**src/rtl/c17_pkg.sv**
```systemverilog
// c17_pkg -- shared constants and counter-width helpers for the c17 block.
//   CNT_W_DEF : default toggle-counter width
//   CNT_W_MIN / CNT_W_MAX : legal counter width range
//   sat_max() : saturation ceiling (all ones) for a given counter width
package c17_pkg;

  localparam int unsigned CNT_W_DEF = 16;
  localparam int unsigned CNT_W_MIN = 4;
  localparam int unsigned CNT_W_MAX = 32;

  // All-ones value of a w-bit counter, right-aligned in a CNT_W_MAX word.
  // Callers truncate to their own width; widths above CNT_W_MAX clamp.
  function automatic logic [CNT_W_MAX-1:0] sat_max(input int unsigned w);
    if (w >= CNT_W_MAX) return {CNT_W_MAX{1'b1}};
    return {CNT_W_MAX{1'b1}} >> (CNT_W_MAX - w);
  endfunction

endpackage

```
**src/rtl/c17_toggle_ctr.sv**
```systemverilog
// c17_toggle_ctr -- registers one c17 output and counts its toggles.
//   clk, rst   : clock, synchronous active-high reset (priority over cnt_clr)
//   d          : combinational c17 output to track
//   cnt_clr    : synchronous clear of the counter (q still loads d)
//   q          : d registered on clk
//   cnt        : saturating count of edges where d != q
module c17_toggle_ctr
  import c17_pkg::*;
#(
  parameter int unsigned CNT_W = CNT_W_DEF
) (
  input  logic             clk,
  input  logic             rst,
  input  logic             d,
  input  logic             cnt_clr,
  output logic             q,
  output logic [CNT_W-1:0] cnt
);

  localparam logic [CNT_W-1:0] CNT_MAX = CNT_W'(sat_max(CNT_W));

  // A toggle is d about to differ from what q currently holds, so the
  // first 1 after reset counts (q resets to 0).
  logic toggle;
  assign toggle = d ^ q;

  always_ff @(posedge clk) begin
    if (rst) begin
      q   <= 1'b0;
      cnt <= '0;
    end else begin
      q <= d;
      if (cnt_clr)
        cnt <= '0;
      else if (toggle && (cnt != CNT_MAX))
        cnt <= cnt + CNT_W'(1);
    end
  end

endmodule

```
**src/rtl/c17.sv**
```systemverilog
// c17 -- ISCAS85 c17 NAND netlist with registered outputs and toggle counters.
//   clk, rst            : clock, synchronous active-high reset
//   N1,N2,N3,N6,N7      : netlist primary inputs
//   cnt_clr             : synchronous clear of both toggle counters
//   N22, N23            : combinational netlist outputs (no clock/reset path)
//   N22_q, N23_q        : N22/N23 registered on clk
//   cnt_n22, cnt_n23    : saturating toggle counts of N22_q / N23_q
module c17
  import c17_pkg::*;
#(
  parameter int unsigned CNT_W = CNT_W_DEF
) (
  input  logic             clk,
  input  logic             rst,
  input  logic             N1,
  input  logic             N2,
  input  logic             N3,
  input  logic             N6,
  input  logic             N7,
  input  logic             cnt_clr,
  output logic             N22,
  output logic             N23,
  output logic             N22_q,
  output logic             N23_q,
  output logic [CNT_W-1:0] cnt_n22,
  output logic [CNT_W-1:0] cnt_n23
);

  logic N10, N11, N16, N19;

  // Gate-for-gate c17; kept as named nets so the netlist stays traceable.
  assign N10 = ~(N1  & N3);
  assign N11 = ~(N3  & N6);
  assign N16 = ~(N2  & N11);
  assign N19 = ~(N11 & N7);
  assign N22 = ~(N10 & N16);
  assign N23 = ~(N16 & N19);

  c17_toggle_ctr #(.CNT_W(CNT_W)) u_ctr_n22 (
    .clk     (clk),
    .rst     (rst),
    .d       (N22),
    .cnt_clr (cnt_clr),
    .q       (N22_q),
    .cnt     (cnt_n22)
  );

  c17_toggle_ctr #(.CNT_W(CNT_W)) u_ctr_n23 (
    .clk     (clk),
    .rst     (rst),
    .d       (N23),
    .cnt_clr (cnt_clr),
    .q       (N23_q),
    .cnt     (cnt_n23)
  );

endmodule

```
**config.mk**
```make
export PLATFORM = sky130hd
export DESIGN_NAME = c17
export DESIGN_NICKNAME = d
export VERILOG_FILES = /design/src/rtl/c17_pkg.sv /design/src/rtl/c17_toggle_ctr.sv /design/src/rtl/c17.sv
export SDC_FILE = /design/constraint.sdc
export NUM_CORES = 1
export LEC_CHECK = 0
export BUFFER_PORTS_ARGS = -buffer_cell sky130_fd_sc_hd__buf_2
export CAP_MARGIN = 20
export CORE_MARGIN = 5
export CORE_UTILIZATION = 44
export CTS_CLUSTER_DIAMETER = 30
export DETAILED_ROUTE_END_ITERATION = 16
export PLACE_DENSITY = 0.72
export SYNTH_ARGS = -nofsm -noshare
export SYNTH_HDL_FRONTEND = slang
export SYNTH_SLANG_ARGS = --single-unit
```
**constraint.sdc**
```tcl
create_clock -name clk -period 4.4 [get_ports clk]
set_input_delay 0.22 -clock clk [delete_from_list [all_inputs] [get_ports clk]]
set_output_delay 0.22 -clock clk [all_outputs]
set_load 0.01 [all_outputs]
```
==> impl_metrics.yaml <==
die:
  coreArea_um2: 4290
  rows: 24
  die_y_um: 75.9
  start_util_pct: 44.5
  die-area_um2: 5760
  die_w_um: 75.9
  io_pins: 44
synth:
  synth-seq-cells: 34
  ys_warn_count: 0
  synth.area.top_cells: "dfxtp_1, or4_1, o31ai_1"
  ys_types: 44
  netlist_instances: 222
  synth_top_cell_by_area: "dfxtp_1"
  synthFlopType: "dfxtp_1"
  syn_area_um2: 1910
  synth_top_area_share_pct: 35.6
  synth.avg_cell_area_um2: 8.60
  synth_edf_count: 0
  yosysSeqAreaShare_pct: 35.6
  async_reset_ff_share_pct: 0
  syn_nets: 232
cells_and_area:
  areaGrowthSynthToFinish_pct: 17.2
  layout.nets: 270
  drive_gt1_share_pct: 21.8
  antennaDiodeCount: 0
  fin_util_pct: 52.1
cts:
  root_buffer: "clkbuf_8"
  cts_tree: "done"
  cts_resized: 0
  cts.sinks: 34
  clockBufferDepth: 2
  htree_levels: 2
  ctsHoldBuffers: 0
  clk_latency_ps: 290
  cts.clk_slew.worst_paths_ps: 70
  numCtsBuffers: 5
  post_cts_buffers: 0
timing:
  maxSlewViolCount: 0
  final.setup.tns_ps: 0
  slew-limit-headroom_pct: 30.8
  report.final.hold_viol_count: 0
  clock_skew_ps: 3.67
  worstMarginPinSlew_ps: 1030
  fmax_ghz: 0.492
  setup_viol: 0
  period_share_pct: 46.2
  finalCriticalPeriod_ps: 2030
  rsz0062_at_grt: "no"
critical_path:
  cp_max_fo: 10
  cp.required_ps: 4620
  reg2reg_depth: 5
  slowest_stage: "or4_1"
  endpoint_kind: "flip-flop"
  r2r_end: "u_ctr_n22.cnt[7]"
  critical_path_buf_inv_count: 0
  arrival_ps: 2250
  crit_type: "flip-flop to flip-flop"
  slowest_delay_ps: 530
  cp_top_family: "simple AND/OR/NAND/NOR gates"
  worstReg2RegStart: "u_ctr_n22.cnt[0]"
  worstPathCellList: "ha_1 > and4_1 > a41o_1 > or4_1 > a21oi_1"
  r2r_slack_ps: 2370
  critPathLaunchType: "flip-flop"
global_routing:
  grt_pass1_vias: 1736
  grt-busiest-layer: "met2"
  grt_usage_pct: 17.5
  met1_usage_pct: 22.1
  grt-ovfl-total: 0
  grt_pass1_wl_um: 7800
  antenna_found_initial: 0
  grtUsageMet2_pct: 29.0
  met3_usage_pct: 3.96
  grt_max_degree: 27
worst_hold_path:
  worstHoldEndpoint: "u_ctr_n23.q"
  min_path_cells: 3
  holdCritStartpoint: "N7"
  hold_path_class: "primary input to flip-flop"
detailed_routing:
  viasPerCell: 6.31
  route.vias.total: 1976
  drt_first_pass_iters: 4
  drt_iter0_drc: 151
  wl_per_cell_um: 15.2
  wl_um: 4760
  drtAntennaViolNets: 0
  drt_drc_violations_left: 0
run_status:
  status: "complete, no violations"
pwr:
  p_per_area_nw_per_um2: 290
  peakVddDrop_uv: 167
  finalPower_uw: 649
  leakage_uw: 0.000837
placement:
  gp_congestion: 0.799
  dp_hpwl_um: 3300
  port_buffers: 43
job:
  maxCapViolCount: 0
-- cells in the mapped netlist (3+ instances only) --
| master | n |
|---|---|
| dfxtp_1 | 34 |
| a21oi_1 | 20 |
| nand2_1 | 17 |
| or4_1 | 15 |
| o31ai_1 | 14 |
| nand3_1 | 11 |
| nand4_1 | 9 |
| and4_1 | 8 |
| clkbuf_1 | 7 |
| or3_1 | 7 |
| and3_1 | 6 |
| o311ai_0 | 6 |
| nor2_1 | 5 |
| o21ai_0 | 5 |
| buf_2 | 4 |
| inv_1 | 4 |
| mux2i_1 | 4 |
| nor3_1 | 4 |
| nor4_1 | 4 |
| o41ai_1 | 4 |
| and2_1 | 3 |
-- sequential cells by signal (all words and copies together), names as in the netlist --
| name | count |
|---|---|
| u_ctr_n23.cnt | 16 |
| u_ctr_n22.q | 1 |
| u_ctr_n23.q | 1 |
| u_ctr_n22.cnt | 16 |
-- stage by stage --
stage          worst slack (ps)  cell area, um2  instances  hold slack (ps)
2_1_floorplan              2430            1910        222              289
3_3_place_gp               2450            2130        305              483
3_5_place_dp               2420            2130        305              492
4_1_cts                    2390            2240        313              195
5_1_grt                    2170            2240        313              200
6_report                   2370            2240        313              192
-- how the worst max path moves through the flow --
stage	from	end	cells after the start
floorplan	u_ctr_n22.cnt[0]	u_ctr_n22.cnt[7]	7
global placement	u_ctr_n22.cnt[0]	u_ctr_n22.cnt[14]	5
detailed placement	u_ctr_n22.cnt[0]	u_ctr_n22.cnt[7]	5
CTS	u_ctr_n23.cnt[0]	u_ctr_n23.cnt[2]	5
global route	u_ctr_n23.cnt[0]	u_ctr_n23.cnt[2]	5
finish	u_ctr_n22.cnt[0]	u_ctr_n22.cnt[7]	5
-- per-layer routing --
metal | vias to the layer above | part of all wire (%) | wire length, um
met5 | - | 0 | 0
met4 | 0 | 1.7 | 79
met3 | 7 | 4.9 | 233
met2 | 47 | 47 | 2230
met1 | 936 | 47 | 2220
li1 | 986 | - | -
-- cell type report --
class                           instances  area [um2]
Sequential cell                        34         681
Inverter                                4        15.0
Fill cell                             409        2060
Multi-Input combinational cell        171        1140
Timing Repair Buffer                   44         223
Clock buffer                            8         110
Tap cell                               52        65.1
-- cells by family (layout without fill, tap and decap cells) --
family          Yosys count  in the layout  synth area share, %
xor+xnor                  2              2                 1.31
flops                    34             34                 35.6
fa+ha+maj                 2              2                 1.31
buf+inv                  17             56                 4.39
simple gates             95             95                 29.8
mux                       4              4                 2.10
compound gates           68             68                 25.4
-- worst register-to-register path, stage by stage, from the launching register on --
cell     delay, ps
dfxtp_1        370
ha_1           260
and4_1         280
a41o_1         370
or4_1          530
a21oi_1        150
-- power by group --
group          internal [uW]  switching (uW)  total, uW
combinational           18.4            38.9       57.3
sequential               311            4.09        315
clock                    158             119        277
-- cells in the final DEF, fill, tap and decap left out, types with 5 or more instances in the layout --
cell type and count:
buf_2 43, nand2_1 17, nor2_1 5, o21ai_0 5, and3_1 6, clkbuf_8 8, nand3_1 11, nand4_1 9
o31ai_1 14, o311ai_0 6, a21oi_1 20, dfxtp_1 34, or3_1 7, and4_1 8, or4_1 15
Power figures use the tool's default switching activity.
